===== src/rtl/seq_divider16by8.sv =====
// Sequential restoring divider: N_WIDTH-bit dividend / D_WIDTH-bit divisor.
// Produces one quotient bit per clock and uses valid/ready handshakes on both
// sides. A zero divisor bypasses the iteration and flags div_by_zero.
module seq_divider16by8 #(
  parameter int N_WIDTH = 16,
  parameter int D_WIDTH = 8
) (
  input  logic               clk,
  input  logic               rst,
  input  logic               in_valid,
  output logic               in_ready,
  input  logic [N_WIDTH-1:0] dividend,
  input  logic [D_WIDTH-1:0] divisor,
  output logic               out_valid,
  input  logic               out_ready,
  output logic [N_WIDTH-1:0] quotient,
  output logic [D_WIDTH-1:0] remainder,
  output logic               div_by_zero
);

  localparam int CW = (N_WIDTH > 1) ? $clog2(N_WIDTH) : 1;
  localparam logic [CW-1:0] LAST = CW'(N_WIDTH - 1);

  typedef enum logic [1:0] {
    IDLE,
    BUSY,
    DONE
  } state_t;

  state_t state;
  state_t state_next;

  // q doubles as dividend shifter and quotient accumulator.
  logic [N_WIDTH-1:0] q;
  logic [D_WIDTH-1:0] d;
  // The partial remainder is always below the divisor, so its (D_WIDTH+1)-th
  // bit is permanently zero and is not stored; the trial value t keeps it.
  logic [D_WIDTH-1:0] r;
  logic [CW-1:0]      count;
  logic               dbz;

  logic [D_WIDTH:0]   t;
  logic               fits;
  logic               accept;
  logic               release_out;

  // Trial shift-in and compare for the current iteration, plus handshakes.
  always_comb begin
    t           = {r, q[N_WIDTH-1]};
    fits        = (t >= {1'b0, d});
    accept      = in_valid && (state == IDLE);
    release_out = out_ready && (state == DONE);
  end

  // State register.
  always_ff @(posedge clk) begin
    if (rst) begin
      state <= IDLE;
    end else begin
      state <= state_next;
    end
  end

  // Next-state logic.
  always_comb begin
    state_next = state;
    case (state)
      IDLE: begin
        if (accept) begin
          state_next = (divisor != '0) ? BUSY : DONE;
        end
      end
      BUSY: begin
        if (count == LAST) begin
          state_next = DONE;
        end
      end
      DONE: begin
        if (release_out) begin
          state_next = IDLE;
        end
      end
      default: state_next = IDLE;
    endcase
  end

  // Datapath: operand capture, restoring iteration and result hold.
  always_ff @(posedge clk) begin
    if (rst) begin
      q     <= '0;
      d     <= '0;
      r     <= '0;
      count <= '0;
      dbz   <= 1'b0;
    end else begin
      case (state)
        IDLE: begin
          if (accept) begin
            count <= '0;
            if (divisor != '0) begin
              q   <= dividend;
              d   <= divisor;
              r   <= '0;
              dbz <= 1'b0;
            end else begin
              q   <= '1;
              r   <= dividend[D_WIDTH-1:0];
              dbz <= 1'b1;
            end
          end
        end
        BUSY: begin
          q     <= {q[N_WIDTH-2:0], fits};
          // When fits, t - d < d fits in D_WIDTH bits, so the low-bit
          // subtraction equals the full-width one.
          r     <= fits ? (t[D_WIDTH-1:0] - d) : t[D_WIDTH-1:0];
          count <= count + CW'(1);
        end
        DONE: begin
          if (release_out) begin
            dbz <= 1'b0;
          end
        end
        default: begin
          count <= '0;
        end
      endcase
    end
  end

  // Outputs are registered state; they hold while DONE waits for out_ready.
  always_comb begin
    in_ready    = (state == IDLE);
    out_valid   = (state == DONE);
    quotient    = q;
    remainder   = r;
    div_by_zero = dbz;
  end

endmodule


===== config.mk =====
export PLATFORM = sky130hd
export DESIGN_NAME = seq_divider16by8
export DESIGN_NICKNAME = d
export VERILOG_FILES = /design/src/rtl/seq_divider16by8.sv
export SDC_FILE = /design/constraint.sdc
export NUM_CORES = 1
export LEC_CHECK = 0
export CAP_MARGIN = 20
export CORE_ASPECT_RATIO = 2
export CORE_MARGIN = 2
export CORE_UTILIZATION = 45
export CTS_CLUSTER_DIAMETER = 30
export CTS_CLUSTER_SIZE = 10
export DETAILED_ROUTE_END_ITERATION = 8
export PLACE_DENSITY = 0.79
export SLEW_MARGIN = 25
export SYNTH_ARGS = -nofsm -noshare
export SYNTH_HDL_FRONTEND = slang
export SYNTH_SLANG_ARGS = --single-unit

===== constraint.sdc =====
create_clock -name clk -period 3.97 [get_ports clk]
set_input_delay 0.397 -clock clk [delete_from_list [all_inputs] [get_ports clk]]
set_output_delay 0.397 -clock clk [all_outputs]
set_load 0.01 [all_outputs]

# After elaboration in Yosys (flattened, before gate mapping)

Index checks and enable logic that the tools add are counted.

Input bits: 28
Logic and storage cells: 45
Output and inout bits: 27
Flip-flop bits (word level): 39

Reduce and logical (&&, ||, !) cells: 11
Equal/unequal tests: 6
Bitwise gates (word level): 1
Mux-type cells: 18
Add/subtract/negate cells: 2
Order comparisons: 1

Operators with widths:

| operator              | number |
|---|---|
| $mux W16              | 2 |
| $pmux W16 S2          | 1 |
| $mux W8               | 3 |
| $pmux W8 S2           | 1 |
| $pmux W4 S3           | 1 |
| $ge A9 B8 Y1          | 1 |
| $reduce_and A3 Y1     | 3 |
| $mux W2               | 4 |
| $reduce_bool A8 Y1    | 1 |
| $sub A8 B8 Y8         | 1 |
| $pmux W2 S3           | 1 |
| $add A4 B1 Y4 const B | 1 |
| $eq A4 B4 Y1 const B  | 1 |
| $mux W4               | 1 |
| $ne A2 B1 Y1 const B  | 2 |
| $reduce_and A2 Y1     | 2 |
| $reduce_bool A2 Y1    | 2 |
| $mux W1               | 3 |
| $eq A2 B1 Y1 const B  | 1 |
| $eq A2 B2 Y1 const B  | 1 |
| $logic_and A1 B1 Y1   | 2 |
| $logic_not A2 Y1      | 1 |
| $ne A2 B2 Y1 const B  | 1 |
| $pmux W1 S2           | 1 |
| $not A1 Y1            | 1 |

# Longest topological paths before layout

Depth in word-level cells: 4
Gate-level depth with buffers: 9
Depth with buffers taken out: 9

# Worst setup path before layout

Ideal clock, no wire load.

Path type: reg2reg
Start: reg q[15] (netlist: quotient[15])
End: reg r[4] (netlist: remainder[4])
Path slack: 1.684 ns
Data arrival time: 2.197 ns
Stages on the path, launching flop included: 10
Setup time: 0.088 ns
Path buffers: 1
Required time: 3.882 ns
Clock period less this slack: 2.286 ns
Cell sequence: dfxtp_1 -> inv_1 -> ha_1 -> and2b_1 -> o21ai_0 -> nand4_2 -> and2_1 -> buf_6 -> or4_4 -> a311oi_2

Longest elaborated chain between the ends: 3
Elaborated cells between the ends (all ways): 4
Those cells by class: 1 x add/sub; 1 x order compare; 2 x mux

RTL lines:

| item                                          | RTL line | source |
|---|---|---|
| start, declared                               | 34       | `logic [N_WIDTH-1:0] q;` |
| start signal, assigned                        | 101      | `q <= dividend;` |
| start signal, assigned                        | 113      | `q <= {q[N_WIDTH-2:0], fits};` |
| $sub A8 B8 Y8 or $ge A9 B8 Y1 (tied branches) | 116, 50  |  |
| $mux W8 *                                     | 116      | `r <= fits ? (t[D_WIDTH-1:0] - d) : t[D_WIDTH-1:0];` |
| $pmux W8 S2 *                                 | 96       | `case (state)` |
| end signal, assigned                          | 107      | `r <= dividend[D_WIDTH-1:0];` |
| end signal, assigned                          | 116      |  |
| end, declared                                 | 38       | `logic [D_WIDTH-1:0] r;` |

Every way passes the cells marked *; elsewhere a longest branch is shown, timed or not.
A chain may end at the register's enable or synchronous reset.

# Final worst setup path

Ends and elaborated chain as after synthesis.

==> out/results.txt <==
The flow ran to the end, and the final reports show no timing, DRC or antenna violations. The share of Yosys cell area claimed by the top area cell type is 0.356, and the pin count of the biggest net entering global routing is 31. The root buffer cell chosen for the clock tree is sky130_fd_sc_hd__clkbuf_8. The via count of the first global-routing pass is 2109.

In this run the static leakage power is 1.08 nW. Walking the worst path, the cells encountered are inv_1 -> ha_1 -> and2b_1 -> o21ai_0 -> nand4_2 -> and2_1 -> or4_4 -> a311oi_2. The part of the power in registers came out at 0.339. The logs give 48 for the number of distinct library cells after synthesis and 2.64 ns for the data arrival at the endpoint of the critical path.

The top achievable clock speed came out at 0.412 GHz. The wire length of the first global-routing pass is 9360 um. For the minimum setup slack among reg-to-reg paths, the log shows 1.54 ns. Data on the critical path is required at its endpoint by 4.18 ns.

The count of H-tree levels built during CTS came out at 2. The tools report the fraction of power consumed by the clock network as 0.278. Setup violations remaining at the end of the flow were counted as 0. The final layout net count was 363.

The average instance area after synthesis is 7.98 um2. The insertion delay to the later sink of the worst-skew pair is 0.30 ns, and the total power is 0.00144 W. For the share of the yosys chip area belonging to registers, the log shows 0.356.

The critical path ends at remainder[4]$_SDFFE_PP0P_. Once detailed placement completed, the half-perimeter wirelength came to 4310 um. Worst min-delay path class: flop to flop. For the non-filler instance count after layout, the log shows 383.

The height of the die was 103 um; the clock transition at the registers of the reported paths was 0.08 ns. The total track usage was 0.226. Along the worst path, the maximum fanout reaches 7. Buffers inserted to repair hold after CTS numbered 0. The core region area was 4770 um2. Once placement completed, the tool counted placed cells totaling 375. The async set-reset flop share out of synthesis was 0; the post-detailed-route via-to-cell ratio was 5.88.

The tools report the source of the critical timing path as quotient[15]$_SDFFE_PP0P_. The most common cell in the synthesized netlist is sky130_fd_sc_hd__a21oi_1. The proportion of layout cells with a drive suffix above 1 is 0.0644, and the area enclosed by the die boundary is 5480 um2. For the first-pass detailed-route iteration total, the log shows 4.

The biggest area contributor in the post-synthesis netlist is sky130_fd_sc_hd__dfxtp_1. On the worst path, the slowest cell contributes a delay of 0.53 ns. The tools report the number of rows in the core area as 36.

The critical path is of the flop to flop type. For this block, the initial DRC count from the detailed router was 76. Counting every net in the synthesized netlist gives 313.

VDD sags by at most 0.422 mV. STA classifies the critical path endpoint as a flop. In this run the most critical hold path is launched from d[7]$_SDFFE_PP0P_. 55 I/O pins were placed. The count of nets left with antenna violations once routing finished came out at 0. Detailed routing inserted a total of 2251 vias. The tightest slew margin relative to the limit is 0.607, and the switching power as a share of total power is 0.346. The number of antenna diodes in the final layout is 0. The starting density of the core came out at 0.459. The number of CTS-inserted buffers was 5; the number of synthesized register bits was 39. The number of maximum-capacitance constraint violations is 0, and the number of input and output port buffers inserted is 54. The share of the clock period used by the worst path after layout was 0.611; the depth of the worst register-to-register path was 8. The endpoint identified for the worst register-to-register timing path is remainder[4]$_SDFFE_PP0P_. Summed over all nets, the switching power comes to 0.000499 W. The run gives 0 as the initial antenna violation count.

The startpoint identified for the worst register-to-register timing path is quotient[15]$_SDFFE_PP0P_. Dividing the detail-routed wire length by the instance count gives 14.9 um. Gates resized during post-CTS repair numbered 0. By count the netlist is led by sky130_fd_sc_hd__a21oi_1, sky130_fd_sc_hd__dfxtp_1, sky130_fd_sc_hd__nand2_1, sky130_fd_sc_hd__nor2_1, sky130_fd_sc_hd__o221ai_1.

The startpoint class of the critical path was a flop. The number of fillers in the final layout was 441. Prevailing post-synth register cell: sky130_fd_sc_hd__dfxtp_1. The die is 53.4 um wide.

Wires add up to 5700 um. For the DRC violation count after routing, the log shows 0. For this design, the sink count on the clock tree is 39. After synthesis the cells add up to 2190 um2.

The part of the total power dissipated in combinational logic is 0.384, and the maximum clock skew at final layout is 0.00557 ns. The run gives 0 as the synthesis warning total. The smallest clock period supported by the final layout is computed as 2.43 ns.

TritonCTS built the clock tree. The internal portion of the total power is 0.000943 W. The logs give 0 for the overall overflow remaining after global route and 0 ns for the total negative slack. Number of hold violations in the final report: 0.

Compared with the post-synthesis result, the final layout area differs by 31.4%. In this run the deepest clock path goes through 2 buffers. Yosys attributes the largest share of cell area to sky130_fd_sc_hd__dfxtp_1, sky130_fd_sc_hd__a21oi_1, sky130_fd_sc_hd__nand2_1. At the pin with the least slew margin, the transition time is 0.585 ns. Counting every instance in the synthesized netlist gives 275. For this design, the slowest cell found on the critical path is sky130_fd_sc_hd__or4_4. At the end of routability-driven placement, the weighted congestion stood at 0.829. Once the clock tree was built, the setup fixing pass inserted 0 buffers.

The final number of max-transition violations was 0. Setup repair after global routing left no endpoint under its margin. Counting flops with a built-in enable in the synthesized netlist gives 0. The power density relative to cell area came out at 500 nW/um2.
-- power groups by stage --
stage | combinational (W) | sequential, W | clock (W)
after global routing | 0.000613 | 0.000496 | 0.000416
after detailed placement | 0.000549 | 0.000497 | 0
after floorplan | 0.000372 | 0.000501 | 0
after CTS | 0.000553 | 0.000488 | 0.000402
final | 0.000553 | 0.000488 | 0.000401
after global placement | 0.000539 | 0.000495 | 0
-- how the worst min path moves through the flow --
stage                     cells after the start                        to  slack, ns
final                                         2         d[7]$_SDFFE_PP0P_       0.46
after global routing                          2  quotient[7]$_SDFFE_PP0P_       0.48
after CTS                                     2         d[7]$_SDFFE_PP0P_       0.46
after detailed placement                      2         d[7]$_SDFFE_PP0P_       0.45
after global placement                        2         d[6]$_SDFFE_PP0P_       0.45
after floorplan                               2         d[2]$_SDFFE_PP0P_       0.44
-- kinds of logic (layout without fill, tap and decap cells) --
group                    count (synthesis)  after routing  synth area share
XOR/XNOR                                 6              6            0.0240
AO/OA/AOI/OAI                           88             88             0.274
buffers and inverters                   30             81            0.0667
multiplexers                             1              1           0.00456
AND/OR/NAND/NOR                        101            101             0.215
adder cells (fa/ha/maj)                 10             10            0.0605
flip-flops                              39             39             0.356
-- layer usage --
layer | track usage | wire [um] | share of wire
met5 | 0 | 0 | 0
met4 | 0.0750 | 95 | 0.017
met3 | 0.0478 | 366 | 0.064
met2 | 0.394 | 2940 | 0.51
met1 | 0.267 | 2310 | 0.40
-- cells in the final DEF (no fill, tap or decap), drive strengths merged, types with 2 or more instances in the layout --
cell and count:
buf 4, dfxtp 39, o21ai 5, a311oi 2
inv 14, ha 9, nor4 3, nor2 30
a21oi 44, nand3 14, nand2b 3, clkbuf 5
xnor2 3, o32ai 2, xor2 3, o221ai 16
a31oi 3, nor2b 2, nor3 3, bufinv 2
clkdlybuf4s50 54, a211oi 3, a32oi 3, nand2 39
o211ai 2
-- sequential cells by signal, summed over array words and instances, names as in the netlist --
name / flops
remainder: 8
count: 4
quotient: 16
d: 8
state: 2
div_by_zero: 1
-- cell type report --
cell class                      count  area (um2)  share of cell area
Clock buffer                        5        68.8              0.0239
Timing Repair Buffer               58         571               0.198
Tap cell                           57        71.3              0.0248
Inverter                           15        56.3              0.0195
Clock inverter                      3        67.6              0.0234
Multi-Input combinational cell    206        1270               0.439
Sequential cell                    39         781               0.271
-- stage by stage --
| stage | instance area [um2] | setup slack (ns) | utilization | hold slack, ns |
|---|---|---|---|---|
| floorplan | 2190 | 1.68 | - | 0.436 |
| global placement | 2750 | 1.55 | 0.575 | 0.446 |
| detailed placement | 2750 | 1.56 | 0.575 | 0.448 |
| CTS | 2880 | 1.53 | 0.604 | 0.459 |
| global route | 2880 | 1.38 | 0.604 | 0.485 |
| finish | 2880 | 1.54 | 0.604 | 0.461 |
-- worst max-delay path: cells and delay by family (launching register included) --
kind,cells,cell delay (ns)
buffers and inverters,1,0.07
AND/OR/NAND/NOR,4,1.14
adder cells (fa/ha/maj),1,0.30
AO/OA/AOI/OAI,2,0.39
flip-flops,1,0.44
(Power assumes the default switching activity.)
